**config.mk**
```make
export PLATFORM = sky130hd
export DESIGN_NAME = fwd_hazard_ctrl
export DESIGN_NICKNAME = d
export VERILOG_FILES = /design/src/rtl/cpu_pkg.sv /design/src/rtl/fwd_sel_unit.sv /design/src/rtl/fwd_hazard_ctrl.sv
export SDC_FILE = /design/constraint.sdc
export NUM_CORES = 1
export LEC_CHECK = 0
export CORE_MARGIN = 1
export CORE_UTILIZATION = 39
export DETAILED_ROUTE_END_ITERATION = 16
export GPL_ROUTABILITY_DRIVEN = 0
export SLEW_MARGIN = 15
export SYNTH_ARGS = -nofsm -noshare
export SYNTH_HDL_FRONTEND = slang
export SYNTH_SLANG_ARGS = --single-unit
```
**constraint.sdc**
```tcl
create_clock -name clk -period 2.55 [get_ports clk]
set_clock_uncertainty 0.15 [all_clocks]
set_input_delay 0.51 -clock clk [delete_from_list [all_inputs] [get_ports clk]]
set_output_delay 0.51 -clock clk [all_outputs]
set_load 0.01 [all_outputs]
```
**src/rtl/cpu_pkg.sv**
```systemverilog
// Shared types for the EX-stage forwarding / load-use hazard logic.
// Stage entries shadow just enough of each in-flight instruction to decide forwarding.
package cpu_pkg;

  localparam int REG_IDX_W = 5;
  localparam logic [REG_IDX_W-1:0] XZR = 5'd31;

  typedef enum logic [1:0] {
    FWD_REG = 2'b00,
    FWD_MEM = 2'b01,
    FWD_WB  = 2'b10
  } fwd_sel_t;

  // Full EX entry: sources are kept so forwarding can be decided while it sits in EX.
  typedef struct packed {
    logic                 valid;
    logic [REG_IDX_W-1:0] rn;
    logic [REG_IDX_W-1:0] rm;
    logic                 uses_rn;
    logic                 uses_rm;
    logic [REG_IDX_W-1:0] rd;
    logic                 regwrite;
    logic                 memread;
  } stage_info_t;

  // MEM and WB only need to advertise what they will write.
  typedef struct packed {
    logic                 valid;
    logic [REG_IDX_W-1:0] rd;
    logic                 regwrite;
  } wb_info_t;

  localparam stage_info_t EX_BUBBLE = '0;
  localparam wb_info_t    WB_BUBBLE = '0;

  function automatic wb_info_t to_wb_info(input stage_info_t e);
    wb_info_t w;
    w.valid    = e.valid;
    w.rd       = e.rd;
    w.regwrite = e.regwrite;
    return w;
  endfunction

  // XZR reads as zero, so a "write" to it must never be forwarded.
  function automatic logic writes_reg(input wb_info_t e, input logic [REG_IDX_W-1:0] r);
    return e.valid & e.regwrite & (e.rd != XZR) & (e.rd == r);
  endfunction

endpackage

```
**src/rtl/fwd_sel_unit.sv**
```systemverilog
// Per-operand forwarding comparator; purely combinational.
// The nearer producer (MEM) shadows an older write of the same register in WB.
import cpu_pkg::*;

module fwd_sel_unit (
  input  logic [REG_IDX_W-1:0] src,
  input  logic                 consume,
  input  wb_info_t             mem,
  input  wb_info_t             wb,
  output fwd_sel_t             sel
);

  always_comb begin
    sel = FWD_REG;
    if (consume && writes_reg(wb, src)) begin
      sel = FWD_WB;
    end
    if (consume && writes_reg(mem, src)) begin
      sel = FWD_MEM;
    end
  end

endmodule

```
**src/rtl/fwd_hazard_ctrl.sv**
```systemverilog
// Forwarding selects and load-use stall for the EX stage; selects/stall are combinational.
// A load-use stall holds IF/ID for one cycle while a bubble enters EX; flush overrides it.
import cpu_pkg::*;

module fwd_hazard_ctrl #(
  parameter int REG_W = 5,
  parameter int CNT_W = 16
) (
  input  logic             clk,
  input  logic             reset,
  input  logic             id_valid,
  input  logic [REG_W-1:0] id_rn,
  input  logic [REG_W-1:0] id_rm,
  input  logic [REG_W-1:0] id_rd,
  input  logic             id_uses_rn,
  input  logic             id_uses_rm,
  input  logic             id_regwrite,
  input  logic             id_memread,
  input  logic             flush,
  output logic [1:0]       fwd_a,
  output logic [1:0]       fwd_b,
  output logic             stall,
  output logic [CNT_W-1:0] stall_count
);

  stage_info_t      ex_q;
  stage_info_t      ex_d;
  wb_info_t         mem_q;
  wb_info_t         wb_q;
  logic [CNT_W-1:0] cnt_q;

  logic ex_load;
  logic rn_hit;
  logic rm_hit;

  // A load into XZR produces nothing a consumer could wait on.
  assign ex_load = ex_q.valid & ex_q.memread & (ex_q.rd != XZR);
  assign rn_hit  = id_uses_rn & (id_rn == ex_q.rd);
  assign rm_hit  = id_uses_rm & (id_rm == ex_q.rd);
  assign stall   = id_valid & ex_load & (rn_hit | rm_hit) & ~flush;

  always_comb begin
    ex_d = EX_BUBBLE;
    if (id_valid && !stall && !flush) begin
      ex_d.valid    = 1'b1;
      ex_d.rn       = id_rn;
      ex_d.rm       = id_rm;
      ex_d.uses_rn  = id_uses_rn;
      ex_d.uses_rm  = id_uses_rm;
      ex_d.rd       = id_rd;
      ex_d.regwrite = id_regwrite;
      ex_d.memread  = id_memread;
    end
  end

  // MEM and WB keep advancing during a stall; only the ID->EX hand-off is held.
  always_ff @(posedge clk) begin
    if (reset) begin
      ex_q  <= EX_BUBBLE;
      mem_q <= WB_BUBBLE;
      wb_q  <= WB_BUBBLE;
      cnt_q <= '0;
    end else begin
      ex_q  <= ex_d;
      mem_q <= to_wb_info(ex_q);
      wb_q  <= mem_q;
      if (stall && (cnt_q != {CNT_W{1'b1}})) begin
        cnt_q <= cnt_q + 1'b1;
      end
    end
  end

  fwd_sel_t sel_a;
  fwd_sel_t sel_b;

  fwd_sel_unit u_fwd_a (
    .src     (ex_q.rn),
    .consume (ex_q.valid & ex_q.uses_rn),
    .mem     (mem_q),
    .wb      (wb_q),
    .sel     (sel_a)
  );

  fwd_sel_unit u_fwd_b (
    .src     (ex_q.rm),
    .consume (ex_q.valid & ex_q.uses_rm),
    .mem     (mem_q),
    .wb      (wb_q),
    .sel     (sel_b)
  );

  assign fwd_a       = sel_a;
  assign fwd_b       = sel_b;
  assign stall_count = cnt_q;

endmodule

```
# Yosys cells after proc, flatten, opt, wreduce, memory -nomap -nowiden
# Index checks and enable logic that the tools add are counted.
[classes]
n_addsub = 1
mul = 0
div = 0
n_lt_le_gt_ge = 0
eq_ne = 10
shifts = 0
muxes = 5
n_bitwise = 20
reduce_logical = 10
[ops]
columns = ["operator", "n"]
rows = [
  ["5-bit == test", 6],
  ["20-bit two-way mux", 1],
  ["1-bit bitwise AND", 17],
  ["16-bit by 1-bit adder with 16-bit output (second input constant)", 1],
  ["16-bit inequality test (second input constant)", 1],
  ["5-bit inequality test (second input constant)", 3],
  ["2-bit two-way mux", 4],
  ["1-bit logical AND", 7],
  ["1-bit logical NOT", 2],
  ["1-bit NOT", 2],
  ["2-bit OR reduction", 1],
  ["1-bit bitwise OR", 1],
]
[totals]
register_bits = 50
latch_bits = 0
ram_bits = 0
mem_bits_ro = 0
input_bits = 23
memories = 0

# Logic depth before layout (Yosys ltp)
# Gate-level depths: netlist of run 1.
[depth]
depth_word = 10
depth_mapped = 7

# Modules after synthesis
# Synthesis of run 1 repeated with hierarchy kept, for this count alone.
[unflattened]
cells_unflattened = 230
hier_area_um2 = 2255.9
[by_module_without_submodules]
columns = ["mod", "n_inst", "cells_each", "area_each_um2", "seq_area_each_um2"]
rows = [
  ["fwd_hazard_ctrl", 1, 186, 1905.6, 1001.0],
  ["fwd_sel_unit", 2, 22, 175.2, 0.0],
]

# Worst setup path before layout of run 1
# Ideal clock, no wire load.
[synth_timing]
path_type = "input port to output port"
start = "input port id_rn[4]"
end = "output port stall"
arrival_ns = 1.573
required_ns = 1.890
path_slack_ns = 0.317
path_stages = 6
n_path_buf = 2
cell_sequence = "xor2_1 > nor4_1 > a32oi_1 > buf_2 > buf_2 > nor2_1"
[synth_between]
elab_chain_cells = 5
[synth_rtl]
columns = ["element", "line", "rtl"]
rows = [
  ["start, declared", "fwd_hazard_ctrl.sv:12", "input logic [REG_W-1:0] id_rn,"],
  ["5-bit == test", "fwd_hazard_ctrl.sv:38", "assign rn_hit = id_uses_rn & (id_rn == ex_q.rd);"],
  ["1-bit bitwise AND", "fwd_hazard_ctrl.sv:38", ""],
  ["1-bit bitwise OR", "fwd_hazard_ctrl.sv:40", "assign stall = id_valid & ex_load & (rn_hit | rm_hit) & ~flush;"],
  ["1-bit bitwise AND (2 in series)", "fwd_hazard_ctrl.sv:40", ""],
  ["end, declared", "fwd_hazard_ctrl.sv:22", "output logic stall,"],
]
# No other way between the ends.

# Final worst setup path of run 1
[layout_timing]
start = "input port id_rm[4]"
end = "output port stall"
[layout_between]
elab_chain_cells = 5
[layout_rtl]
columns = ["element", "line", "rtl"]
rows = [
  ["start, declared", "fwd_hazard_ctrl.sv:13", "input logic [REG_W-1:0] id_rm,"],
  ["5-bit == test", "fwd_hazard_ctrl.sv:39", "assign rm_hit = id_uses_rm & (id_rm == ex_q.rd);"],
  ["1-bit bitwise AND", "fwd_hazard_ctrl.sv:39", ""],
  ["1-bit bitwise OR", "fwd_hazard_ctrl.sv:40", ""],
  ["1-bit bitwise AND (2 in series)", "fwd_hazard_ctrl.sv:40", ""],
]
# No other way between the ends.

==> impl_metrics.csv, run 1 <==
group,metric,value,unit
synth,syn_area,0.002198,mm^2
setup_path,crit_required,1.89,ns
setup_path,crit_family,"buffers and inverters",
setup_path,startpoint_type,"primary input",
clock_network,cts_max_level,2,
synth,yosysTopAreaCellShare,0.4553,
floorplan,die_width,77.08,um
synth,yosysTopAreaCell,"dfxtp_1",
drt,drtAntennaViolNets,0,
worst_hold_path,hold_path_class,"reg -> reg",
drt,drt-vias-per-instance,4.915,
drt,vias,1794,
global_route,grt_pass1_vias,1672,
synth,syn_nets,258,
synth,syn_inst,234,
sta,worst_pin_slew,0.7695,ns
sta,setup_violations,0,
final_layout,layout-drive-gt1-share,0.1424,
sta,period_share,0.9601,
final_layout,n_antenna_cell,0,
final_layout,num-nets-final,318,
drt,wl,4844,um
run_status,outcome,"finished clean",
synth,async_flop_share,0,
clock_network,cts_buffers,5,
drt,drtIter0Drc,66,
synth,ys.flop_type,"dfxtp_1",
synth,synth-edff-count,0,
setup_path,critical_path_cell_count,6,
sta,timing.slew.headroom,0.4852,
clock_network,tritoncts,"built",
power,ir_drop,0.2541,mV
setup_path,crit_type,"in -> out",
sta,whs,0.2815,ns
sta,finalHoldViolCount,0,
synth,yosysMostFrequentCell,"dfxtp_1",
clock_network,postCtsSetupBuffers,0,
setup_path,path_buf_inv,2,
synth,synthTopCellsByCount,"dfxtp_1 (50), and2_1 (20), nor2b_1 (16), xor2_1 (16), xnor2_1 (14)",
final_layout,area_growth,35.86,%
setup_path,rr_endpoint,"stall_count[8]",
floorplan,rows,26,
floorplan,die_y,77.08,um
clock_network,worstSkewPairLatency,0.30,ns
place,dp_hpwl,3562,um
setup_path,arrival,1.79,ns
synth,ys_seq_area_frac,0.4553,
floorplan,coreArea,0.005270,mm^2
final_layout,fin_area,0.002987,mm^2
setup_path,worstSetupEndpointType,"primary output",
setup_path,timing.rr.start,"ex_q[6]",
drt,drc_errors,0,
power,p_leak,0.001122,uW
setup_path,worst_path_largest_cell_delay,0.43,ns
power,power.total,1408,uW
floorplan,initial_core_util,0.4171,
synth,yosysWarnings,0,
flow_run,cap_violations,0,
setup_path,cp_max_fo,2,
synth,ys_ff_latch,50,
sta,timing.fmax,0.4085,GHz
global_route,grt_use_total,0.1776,
sta,slew_viol_final,0,
setup_path,crit_start,"id_rm[4]",
synth,avgSynthCellArea,9.395,um^2
place,io_buffers,43,
clock_network,clk_pin_slew,0.09,ns
drt,routedWlPerCell,13.27,um
clock_network,clock_sinks,50,
global_route,antenna_found_initial,0,
power,p_per_area,471.6,mW/mm^2
setup_path,rr_worst_depth,7,
global_route,grt_max_degree,34,
setup_path,critPathSlowestCell,"clkdlybuf4s50_1",
floorplan,dieArea,0.005941,mm^2
clock_network,clk_path_buf_depth,2,
global_route,grt_overflow,0,
place,placed_area,0.002820,mm^2
clock_network,clockRootBuffer,"clkbuf_8",
floorplan,io_pins,44,
synth,synth_area_leaders,"dfxtp_1 (46%), xor2_1 (6.4%), and2_1 (5.7%)",
setup_path,worstPathCellList,"clkdlybuf4s50_1, xor2_1, nor4_2, a32oi_2, nor2_1, buf_2",
sta,period_needed,2.448,ns
drt,first_pass_iters,4,
setup_path,rrSetupSlack,0.31,ns
global_route,grt_pass1_wl,8231,um
synth,synth_cell_types,37,
setup_path,endpoint,"stall",
==> report_power, final <==
group	switching, uW	total (uW)	internal [uW]	leakage, uW
clock network	261	510	249	0.0000544
registers	10.8	803	792	0.000407
logic	39.6	95.8	56.2	0.000661
total	311	1410	1100	0.00112
==> kinds of logic (layout without fill, tap and decap cells) <==
| family | after synthesis | in the layout | synth area share |
|---|---|---|---|
| xor+xnor | 30 | 30 | 0.1195 |
| flops | 50 | 50 | 0.4553 |
| compound gates | 33 | 33 | 0.1002 |
| fa+ha+maj | 1 | 1 | 0.005691 |
| simple gates | 106 | 106 | 0.2834 |
| mux | 3 | 3 | 0.01480 |
| buf+inv | 11 | 72 | 0.02106 |
==> layout by cell type, fill, tap and decap left out, types with 7 or more instances in the layout <==
cell,instances
and2_1,20
o31ai_1,10
nand3_1,9
nor2_1,10
buf_4,19
a21oi_1,13
dfxtp_1,46
nor2b_1,16
nand4_1,8
xnor2_1,14
clkdlybuf4s50_1,35
or4_1,10
nand2_1,10
xor2_1,16
clkbuf_8,7
==> through the flow <==
stage / util / instances / setup WS [ns] / setup TNS [ns]
after floorplan: - / 234 / 0.3170 / 0
after global placement: 0.5351 / 357 / -0.4582 / -8.689
after detailed placement: 0.5351 / 357 / -0.4333 / -8.746
after CTS: 0.5591 / 365 / 0.02560 / 0
after global routing: 0.5667 / 365 / -0.003529 / -0.003529
final: 0.5667 / 365 / 0.1018 / 0
==> cell type report <==
cell class	instances	area, um^2
multi-input cells	173	1210
clock buffers	7	96.34
repair buffers	62	570.5
flip-flops and latches	50	1006
well taps	70	87.58
inverters	2	7.507
fillers	506	2283
clock inverters	1	8.758
==> worst min path at each step <==
stage / slack [ns] / startpoint / to / depth (start not counted)
floorplan: 0.26 / ex_q[1] / mem_q[0] / 1
global placement: 0.27 / ex_q[1] / mem_q[0] / 1
detailed placement: 0.27 / ex_q[1] / mem_q[0] / 1
CTS: 0.28 / ex_q[1] / mem_q[0] / 1
global route: 0.30 / ex_q[1] / mem_q[0] / 1
finish: 0.28 / ex_q[1] / mem_q[0] / 1
==> registers in the layout, summed over array words and instances (netlist names) <==
signal and count:
ex_q 20, stall_count 16, mem_q 7, wb_q 7
==> worst register-to-register path, stage by stage (launching register included) <==
cell and delay (ns):
dfxtp_1 0.34, buf_4 0.15, xor2_1 0.16, nor4_2 0.31, a32oi_2 0.11, buf_4 0.24
nor4_1 0.32, mux2_2 0.36
==> what timing repair did <==
action / 4_1_cts / 5_1_grt
hold buffers: 0 / 0
pin swaps: 4 / 3
setup endpoints to repair: 5 / 21
gates resized for setup: 16 / 7
==> routing by layer <==
layer / part of all wire / vias up / track usage
met5: 0 / - / 0
met4: 0.013 / 0 / 0.06226
met3: 0.021 / 5 / 0.03929
met2: 0.44 / 26 / 0.2634
met1: 0.53 / 806 / 0.2511
li1: - / 957 / -
Note: power is estimated with default switching activity, not from simulation.
==> run 2: changes to the inputs <==
==> constraint.sdc (replaced) <==
create_clock -name clk -period 3 [get_ports clk]
set_clock_uncertainty 0.15 [all_clocks]
set_input_delay 0.6 -clock clk [delete_from_list [all_inputs] [get_ports clk]]
set_output_delay 0.6 -clock clk [all_outputs]
set_load 0.01 [all_outputs]
==> run 2 against run 1 <==
Compared with the run above: flip-flop and latch count is the same; sequential power shrank 15%; register-to-register slack improved by 0.34 ns; worst hold slack improved by 0.015 ns; sequential share of layout area grew 2.2 points; utilization decreased by 3.8 points; final area shrank 6.6%; combinational power down 20%; total power fell by 19%; largest cell class unchanged; highest routed layer unchanged.
==> impl_metrics.csv, run 2 (same netlist as run 1, synthesis figures left out) <==
group,metric,value,unit
global_route,grt_pass1_wl,7962,um
sta,worst_pin_slew,0.7255,ns
setup_path,crit_start,"id_rn[0]",
floorplan,die_width,77.08,um
setup_path,crit_family,"buffers and inverters",
final_layout,largest_register_ffs,20,
place,dp_hpwl,3397,um
power,p_leak,0.0009651,uW
global_route,grt_overflow,0,
final_layout,seq_area,0.001001,mm^2
floorplan,io_pins,44,
final_layout,n_antenna_cell,0,
place,place_ws,-0.1943,ns
place,placed_cells,340,
drt,wl,4596,um
clock_network,tritoncts,"built",
setup_path,critPathSlowestCell,"clkdlybuf4s50_1",
clock_network,clk_path_buf_depth,2,
clock_network,worstSkewPairLatency,0.30,ns
drt,drtAntennaViolNets,0,
clock_network,cts_buffers,5,
setup_path,crit_required,2.25,ns
final_layout,num-nets-final,301,
clock_network,clockRootBuffer,"clkbuf_8",
sta,rsz0062_at_grt,"no",
sta,timing.final.ws_setup,0.1413,ns
worst_hold_path,hold_path_class,"reg -> reg",
final_layout,multi_input_area,0.001169,mm^2
setup_path,arrival,2.11,ns
power,p_int,879.6,uW
global_route,antenna_found_initial,0,
drt,routedWlPerCell,13.24,um
drt,drtIter0Drc,78,
final_layout,area_growth,26.86,%
floorplan,rows,26,
worst_hold_path,hp-start,"ex_q[1]",
floorplan,die_y,77.08,um
sta,period_share,0.9529,
place,io_buffers,43,
power,seqPwrFrac,0.602,
final_layout,top_register,"ex_q",
setup_path,worstPathCellList,"clkdlybuf4s50_1, xor2_1, nor4_2, a32oi_1, nor2_1, dlygate4sd2_1",
setup_path,startpoint_type,"primary input",
sta,fin_setup_tns,0,ns
final_layout,n_fill_cell,524,
drt,drc_errors,0,
power,p_sw_frac,0.2249,
floorplan,initial_core_util,0.4171,
power,p_comb_frac,0.067,
final_layout,final_cells,347,
drt,drt-vias-per-instance,5.084,
sta,setup_violations,0,
setup_path,worstSetupEndpointType,"primary output",
run_status,outcome,"finished clean",
global_route,grt_use_total,0.1712,
sta,finalHoldViolCount,0,
drt,first_pass_iters,4,
power,p_per_area,406.9,mW/mm^2
final_layout,layout-drive-gt1-share,0.04332,
floorplan,coreArea,0.005270,mm^2
global_route,grt_max_degree,34,
final_layout,final_common_cell,"dfxtp_1",
power,power.switching,255.2,uW
setup_path,crit_type,"in -> out",
sta,timing.fmax,0.3498,GHz
sta,slew_viol_final,0,
sta,timing.slew.headroom,0.5147,
drt,vias,1764,
clock_network,cts_max_level,2,
power,clock_power_share,0.331,
setup_path,path_buf_inv,2,
clock_network,postCtsSetupBuffers,0,
clock_network,clock_sinks,50,
flow_run,cap_violations,0,
sta,period_needed,2.859,ns
setup_path,timing.rr.start,"stall_count[1]",
power,ir_drop,0.2382,mV
final_layout,final_cell_mix,"dfxtp_1 (50), clkdlybuf4s50_1 (42), and2_1 (20), xor2_1 (16), nor2b_1 (16)",
setup_path,cp_max_fo,2,
global_route,grt_pass1_vias,1672,
floorplan,dieArea,0.005941,mm^2
setup_path,worst_path_largest_cell_delay,0.43,ns
clock_network,clk_pin_slew,0.09,ns
run 2: cell types whose count changed in the layout (fill, tap and decap cells not counted), moves of 2 or more:
| cell | change |
|---|---|
| dlygate4sd2_1 | -3 |
| buf_4 | -17 |
| dfxtp_2 | -4 |
| clkdlybuf4s50_1 | +7 |
| clkbuf_8 | -2 |
| nor4_2 | -2 |
| nor4_1 | +2 |
| dlymetal6s2s_1 | -3 |
| dfxtp_1 | +4 |
run 2: timing repair:
item | 4_1_cts | 5_1_grt
hold buffers | 0 | 0
endpoints found under the hold margin | 0 | 0
gates resized for setup | 2 | 0
setup endpoints to repair | 1 | 0
run 2: metrics by stage:
stage	util	instance area [um^2]	hold WS, ns	power (uW)
2_1_floorplan	-	2198	0.2638	732.0
3_3_place_gp	0.5109	2693	0.2782	774.1
3_5_place_dp	0.5109	2693	0.2976	774.4
4_1_cts	0.5271	2778	0.2996	1150
5_1_grt	0.5292	2789	0.3200	1189
6_report	0.5292	2789	0.2964	1135
run 2: layout make-up:
| type | count | share of cell area |
|---|---|---|
| inverters | 2 | 0.002692 |
| clock inverters | 1 | 0.002692 |
| repair buffers | 45 | 0.1593 |
| flip-flops and latches | 50 | 0.3589 |
| multi-input cells | 173 | 0.4190 |
| clock buffers | 6 | 0.02602 |
| well taps | 70 | 0.03140 |
run 2: worst paths after layout:
| path | endpoint | slack [ns] | depth (start not counted) |
|---|---|---|---|
| setup / recovery | stall | 0.14 | 6 |
| hold / removal | mem_q[0] | 0.30 | 1 |
| setup reg to reg | stall_count[0] | 0.65 | 5 |
| hold reg to reg | mem_q[0] | 0.30 | 1 |
run 2: layer usage:
metal,share of wire,track usage,vias to the layer above,routed length (um)
met2,0.43,0.2563,42,1975
met3,0.052,0.04643,6,241
met5,0,0,-,0
met4,0.014,0.05660,0,66
li1,-,-,918,-
met1,0.50,0.2363,798,2313
run 2: power groups by stage:
stage	sequential [uW]	combinational, uW	clock, uW
global route	685	84.5	420
CTS	683	76.7	390
global placement	699	75.3	0
detailed placement	699	75.7	0
finish	683	76.3	376
floorplan	696	36.2	0
